--- src/rtl/vector_test_sequencer.sv ---
// Built-in self-test sequencer: applies a loadable vector table to a combinational DUT and
// counts mismatches. Define VTS_STOP_ON_ERR_EN to end a run at the first mismatch.
module vector_test_sequencer #(
    parameter int unsigned IN_W   = 3,
    parameter int unsigned OUT_W  = 1,
    parameter int unsigned DEPTH  = 16,
    parameter int unsigned ADDR_W = $clog2(DEPTH),
    parameter int unsigned ERR_W  = 16
) (
    input  logic                    clk,
    input  logic                    reset,
    input  logic                    wr_en,
    input  logic [ADDR_W-1:0]       wr_addr,
    input  logic [IN_W+OUT_W-1:0]   wr_data,
    input  logic [ADDR_W:0]         num_vectors,
    input  logic                    start,
    output logic [IN_W-1:0]         dut_in,
    input  logic [OUT_W-1:0]        dut_out,
    output logic                    busy,
    output logic                    done,
    output logic                    pass,
    output logic [ERR_W-1:0]        err_count,
    output logic                    fail_valid,
    output logic [ADDR_W-1:0]       first_fail_idx,
    output logic [ADDR_W-1:0]       vec_idx
);

    typedef enum logic [1:0] {StIdle, StApply, StCheck, StDone} state_e;

    localparam logic [ADDR_W:0] NMax = (ADDR_W+1)'(DEPTH);

    logic [IN_W+OUT_W-1:0] table_q [DEPTH];

    state_e              state_q, state_d;
    logic [IN_W-1:0]     dut_in_q, dut_in_d;
    logic [OUT_W-1:0]    exp_q, exp_d;
    logic [ADDR_W-1:0]   vec_idx_q, vec_idx_d;
    logic [ADDR_W:0]     n_q, n_d;
    logic [ERR_W-1:0]    err_count_q, err_count_d;
    logic                fail_valid_q, fail_valid_d;
    logic [ADDR_W-1:0]   first_fail_idx_q, first_fail_idx_d;
    logic                busy_q, busy_d;
    logic                done_q, done_d;
    logic                pass_q, pass_d;

    logic                  idle_or_done;
    logic [ADDR_W:0]       n_clamped;
    logic [IN_W+OUT_W-1:0] entry;
    logic                  mismatch;
    logic                  last_vec;
    logic                  stop_run;

    assign idle_or_done = (state_q == StIdle) || (state_q == StDone);
    assign n_clamped    = (num_vectors > NMax) ? NMax : num_vectors;
    assign entry        = table_q[vec_idx_q];
    assign mismatch     = (dut_out != exp_q);
    assign last_vec     = ({1'b0, vec_idx_q} == (n_q - (ADDR_W+1)'(1)));

`ifdef VTS_STOP_ON_ERR_EN
    assign stop_run = mismatch;
`else
    assign stop_run = 1'b0;
`endif

    // Table is plain storage: not reset, and frozen while a run is in progress.
    always_ff @(posedge clk) begin
        if (wr_en && idle_or_done) begin
            table_q[wr_addr] <= wr_data;
        end
    end

    always_comb begin
        state_d          = state_q;
        dut_in_d         = dut_in_q;
        exp_d            = exp_q;
        vec_idx_d        = vec_idx_q;
        n_d              = n_q;
        err_count_d      = err_count_q;
        fail_valid_d     = fail_valid_q;
        first_fail_idx_d = first_fail_idx_q;
        busy_d           = busy_q;
        done_d           = done_q;
        pass_d           = pass_q;

        unique case (state_q)
            StIdle, StDone: begin
                if (start) begin
                    vec_idx_d        = '0;
                    err_count_d      = '0;
                    fail_valid_d     = 1'b0;
                    first_fail_idx_d = '0;
                    n_d              = n_clamped;
                    if (n_clamped != '0) begin
                        state_d = StApply;
                        busy_d  = 1'b1;
                        done_d  = 1'b0;
                        pass_d  = 1'b0;
                    end else begin
                        state_d = StDone;
                        busy_d  = 1'b0;
                        done_d  = 1'b1;
                        pass_d  = 1'b1;
                    end
                end
            end
            StApply: begin
                dut_in_d = entry[IN_W+OUT_W-1 -: IN_W];
                exp_d    = entry[OUT_W-1:0];
                state_d  = StCheck;
            end
            StCheck: begin
                if (mismatch) begin
                    if (err_count_q != '1) begin
                        err_count_d = err_count_q + ERR_W'(1);
                    end
                    if (!fail_valid_q) begin
                        fail_valid_d     = 1'b1;
                        first_fail_idx_d = vec_idx_q;
                    end
                end
                if (last_vec || stop_run) begin
                    state_d = StDone;
                    busy_d  = 1'b0;
                    done_d  = 1'b1;
                    pass_d  = (err_count_d == '0);
                end else begin
                    vec_idx_d = vec_idx_q + ADDR_W'(1);
                    state_d   = StApply;
                end
            end
            default: begin
                state_d = StIdle;
            end
        endcase
    end

    always_ff @(posedge clk) begin
        if (!reset) begin
            state_q          <= StIdle;
            dut_in_q         <= '0;
            exp_q            <= '0;
            vec_idx_q        <= '0;
            n_q              <= '0;
            err_count_q      <= '0;
            fail_valid_q     <= 1'b0;
            first_fail_idx_q <= '0;
            busy_q           <= 1'b0;
            done_q           <= 1'b0;
            pass_q           <= 1'b0;
        end else begin
            state_q          <= state_d;
            dut_in_q         <= dut_in_d;
            exp_q            <= exp_d;
            vec_idx_q        <= vec_idx_d;
            n_q              <= n_d;
            err_count_q      <= err_count_d;
            fail_valid_q     <= fail_valid_d;
            first_fail_idx_q <= first_fail_idx_d;
            busy_q           <= busy_d;
            done_q           <= done_d;
            pass_q           <= pass_d;
        end
    end

    assign dut_in         = dut_in_q;
    assign vec_idx        = vec_idx_q;
    assign err_count      = err_count_q;
    assign fail_valid     = fail_valid_q;
    assign first_fail_idx = first_fail_idx_q;
    assign busy           = busy_q;
    assign done           = done_q;
    assign pass           = pass_q;

endmodule

--- config.mk ---
export PLATFORM = sky130hd
export DESIGN_NAME = vector_test_sequencer
export DESIGN_NICKNAME = d
export VERILOG_FILES = /design/src/rtl/vector_test_sequencer.sv
export SDC_FILE = /design/constraint.sdc
export NUM_CORES = 1
export LEC_CHECK = 0
export ABC_AREA = 1
export CORE_UTILIZATION = 50
export DETAILED_ROUTE_END_ITERATION = 12
export DONT_BUFFER_PORTS = 1
export GPL_TIMING_DRIVEN = 0
export PLACE_DENSITY_LB_ADDON = 0.12
export SYNTH_ARGS = -nofsm -noshare
export SYNTH_HDL_FRONTEND = slang
export SYNTH_SLANG_ARGS = --single-unit
--- constraint.sdc ---
create_clock -name clk -period 4.8 [get_ports clk]
set_input_delay 0.96 -clock clk [delete_from_list [all_inputs] [get_ports clk]]
set_output_delay 0.96 -clock clk [all_outputs]
set_load 0.1 [all_outputs]
Word level (Yosys, flattened, before mapping)
Memory sizes are Yosys's and may differ from the RTL's. A register that Yosys moved wholly into a read port is not among the register bits.
Index checks and enable logic that the tools add are counted.
Word-level totals
  flip-flop bits (word level): 35
  RAM bits: 64
  input bits: 18
  word-level logic and storage cells: 70
  memories: 1
Memory list
  table_q: words 16, bits a word 4, rd ports 1, clocked after memory_dff 1, wr ports 1, RTL line 32  | logic [IN_W+OUT_W-1:0] table_q [DEPTH];
Operators by class
  add/sub/neg operators: 3
  $lt $le $gt $ge: 1
  eq/ne operators: 11
  muxes and demuxes: 31
  reduce and logical (&&, ||, !) cells: 14
Operators with widths (number)
  $mux W16: 4
  $pmux W16 S2: 1
  $add A16 B1 Y16 const B: 1
  $logic_not A16 Y1: 1
  $mux W4: 4
  $ne A16 B16 Y1 const B: 1
  $pmux W4 S2: 2
  $mux W1: 11
  $ne A2 B2 Y1 const B: 5
  $reduce_and A3 Y1: 3
  $pmux W1 S2: 4
  $mux W2: 3
  $pmux W2 S3: 1
  $eq A4 B5 Y1: 1
  $gt A5 B5 Y1 const B: 1
  $mux W5: 1
  $reduce_bool A5 Y1: 1
  $sub A5 B1 Y5 const B: 1
  $add A4 B1 Y4 const B: 1
  $eq A2 B2 Y1 const B: 2
  $reduce_and A2 Y1: 2
  $reduce_and A4 Y1: 1
  $eq A2 B1 Y1 const B: 1
  $logic_not A2 Y1: 1
  6 further kinds: 6

Logic depth before layout (Yosys ltp)
  depth in word-level cells: 7
  gate-level depth with buffers: 16
  depth with buffers taken out: 16

Least setup slack after synthesis
OpenSTA, ideal clock, no wires.
  kind: register to register
  from: register err_count_q[0] (netlist: err_count[0])
  to: register pass_q (netlist: pass)
  library setup time: 0.067 ns
  data arrival time: 2.469 ns
  data required time: 4.733 ns
  path slack: 2.264 ns
  cell stages (with the launch flop): 15
  cell sequence: dfxtp_1 -> ha_1 -> nand2_2 -> nor2_4 -> nand2_4 -> inv_1 -> nand3_1 -> xnor2_1 -> nor2_1 -> nand2_1 -> nor2_1 -> nand2_1 -> nand2_1 -> nand2_1 -> a21oi_2
On the way
  cells in the longest elaborated chain, start to end: 7
  elaborated cells on any way between the ends: 8
RTL lines
  start, declared: RTL line 39  | logic [ERR_W-1:0] err_count_q, err_count_d;
  start signal, assigned: RTL line 156  | err_count_q <= err_count_d;
  $add A16 B1 Y16 or $ne A16 B16 Y1 (tied branches): RTL line 114, 113
  $mux W16: RTL line 113  | if (err_count_q != '1) begin
  $mux W16 *: RTL line 112  | if (mismatch) begin
  $mux W16 *: RTL line 85  | unique case (state_q)
  $logic_not A16 Y1 *: RTL line 125  | pass_d = (err_count_d == '0);
  $mux W1 *: RTL line 121  | if (last_vec || stop_run) begin
  $pmux W1 S2 *: RTL line 85
  end signal, assigned: RTL line 161  | pass_q <= pass_d;
  end, declared: RTL line 44  | logic pass_q, pass_d;
Every way passes the cells marked *; elsewhere a longest branch is shown, timed or not. The select of a mux whose other input is x is not followed.
A chain may end at the register's enable or synchronous reset.

==> impl_metrics.ini <==
[synth]
syn-instance-count = 573
synthesis.nets = 597
netlist_area_um2 = 4960
postSynthAreaPerCell_um2 = 8.66
synth.area.top_cells = edfxtp_1 (39%), dfxtp_1 (16%), nand2_1 (8.8%)
ys_types = 34
yosysTopAreaCellShare_pct = 38.7
ys_seq_area_share_pct = 54.4
ys_warn_count = 0
synth-seq-cells = 103
yosysTopAreaCell = edfxtp_1

[floorplanning]
core_um2 = 9420
die_w_um = 102
io_pins = 49
die_y_um = 102
design.die.area_um2 = 10300
rows = 35
initial_core_util_pct = 52.7

[power_and_ir_drop]
p_leak_nw = 1.92
power_switching_w = 0.000511
clkPwrFrac_pct = 31.4
vdd_drop_max_mv = 0.231
p_per_area_nw_per_um2 = 323
p_sw_share_pct = 29.7
internal_power_w = 0.00121
seqPwrFrac_pct = 59.8
combinationalPowerShare_pct = 8.8

[detailed_routing]
dr.pass1.iters = 5
drc = 0
top_layer = met4
wl_met3_um = 768
vias = 4003
wirelength_um = 11800
via_per_inst = 5.58
routed-wl-met2_um = 5440
drtAntennaViolNets = 0
drt_iter0_markers = 214
wl_per_cell_um = 16.5
drt-met1-wl_um = 5470

[worst_setup_path]
path_class = register to register
start_kind = register
cp-end-kind = register
critPathMaxFanout = 10
critPathArrivalTime_ns = 3.29
worstPathRequired_ns = 5.12

[grt]
antenna_found_initial = 0
grt_max_degree = 21
grt_pass1_vias = 3814
track_usage_pct = 24.5
overflow = 0
grt_pass1_wl_um = 19000

[place]
hpwl_um = 8610
io_buffers = 0
gp_congestion = 0.904

[timing]
timing.final.crit_share_pct = 61.9
hold_viol_final = 0
fmax_mhz = 337
tns_ns = 0
timing.hold.ws_ns = 0.496
fin_skew_ns = 0.0121
setup_violations = 0
fin_crit_ns = 2.97
worst_pin_slew_ns = 1.30
rsz0062_at_grt = no
relSlewSlack_pct = 13.0
slew_viol_final = 0

[cells_and_area]
layout_common_cells = nand2_1 (117), nor2_1 (89), edfxtp_1 (64), inv_1 (49), o21ai_0 (48)
diodes = 0
nets = 608
final_layout_size_suffix_gt1_share_pct = 6.96
final_common_cell = nand2_1
area_delta_synth_final_pct = 7.16
fill_cells = 863

[cts]
clk_pin_slew_ns = 0.11
clkLatencyLatePin_ns = 0.37
post_cts_buffers = 0
cts_max_level = 3
cts_sinks = 103
cts_tree = yes
cts_buffers = 9
root_buffer = clkbuf_8
cts_resized = 0
clk_path_buf_depth = 2
cts_hold_buf = 0

[status]
status = complete, no violations

[run]
maxCapViolCount = 0

[worst_hold_path]
hold_path.class = register to register
path summary, 6_finish.rpt:
kind | to | slack [ns] | from | cells after the start
worst max-delay path | dut_in[1] | 1.83 | vec_idx[1] | 8
worst min-delay path | n_q[3] | 0.50 | n_q[3] | 2
worst max register to register | dut_in[1] | 1.83 | vec_idx[1] | 8
worst min register to register | n_q[3] | 0.50 | n_q[3] | 2
cells by family after synthesis:
| family | after synthesis | synth area share (%) |
|---|---|---|
| DFF | 103 | 54.4 |
| AOI/OAI and AO/OA | 109 | 12.5 |
| xor gates and xnor gates | 7 | 1.24 |
| buffers and inverters | 72 | 5.70 |
| and+or+nand+nor | 276 | 24.7 |
| adders and majority gates | 6 | 1.51 |
power groups by stage:
stage | registers (W) | logic [W] | clock network, W
detailed placement | 0.00105 | 0.000150 | 0
floorplan | 0.00104 | 0.000110 | 0
global placement | 0.00105 | 0.000147 | 0
CTS | 0.00103 | 0.000151 | 0.000549
finish | 0.00103 | 0.000152 | 0.000539
global route | 0.00103 | 0.000173 | 0.000580
registers in the layout, indices dropped and copies added (netlist names):
name and count:
table_q 64, err_count 16, n_q 5, first_fail_idx 4, vec_idx 4, dut_in 3
state_q 2, busy 1, done 1, exp_q 1, fail_valid 1, pass 1
cell usage after synthesis:
master	count
nand2_1	117
nor2_1	89
edfxtp_1	64
inv_1	49
o21ai_0	48
dfxtp_1	39
nand3_1	33
a21oi_1	32
clkbuf_1	16
o221ai_1	8
o22ai_1	8
nand4_1	7
ha_1	6
nand3b_1	6
nor2_2	5
nor2_4	5
o211ai_1	5
xor2_1	5
buf_2	4
nand2_2	4
nor3_1	4
a21oi_2	2
a31oi_1	2
nand2_4	2
nor3b_1	2
o311ai_0	2
xnor2_1	2
a22oi_1	1
buf_1	1
buf_6	1
inv_2	1
nor2_8	1
nor4_1	1
o21ai_1	1
per-layer routing:
metal	global-route usage, %	up-vias
li1	-	1966
met1	33.8	1888
met2	39.0	134
met3	5.11	15
met4	7.47	0
met5	0	-
per-stage QoR:
| step | total power [W] | instances | cell area, µm² | setup slack (ns) | util (%) |
|---|---|---|---|---|---|
| 6_report | 0.00172 | 718 | 5320 | 1.83 | 56.5 |
| 5_1_grt | 0.00178 | 718 | 5320 | 1.61 | 56.5 |
| 4_1_cts | 0.00173 | 718 | 5320 | 1.87 | 56.5 |
| 3_5_place_dp | 0.00120 | 702 | 5120 | 1.92 | 54.4 |
| 3_3_place_gp | 0.00119 | 702 | 5120 | 1.94 | 54.4 |
| 2_1_floorplan | 0.00115 | 573 | 4960 | 2.26 | - |
final cells by class:
cell class                 count  area, µm²  area share, %
sequential                   103       2700           50.8
clock buffer                   9        124           2.33
multi-input combinational    398       1980           37.2
clock inverter                 7       70.1           1.32
buffer                        22       95.1           1.79
tap                          129        161           3.03
inverter                      50        188           3.53
worst max-delay path, cell delays in order, from the launching register on:
cell,delay [ns]
dfxtp_1,1.09
buf_1,0.41
clkbuf_1,0.46
o21ai_0,0.17
o221ai_1,0.26
nand3_1,0.19
nand3_1,0.15
o211ai_1,0.10
inv_1,0.08
Power figures use the tool's default switching activity.
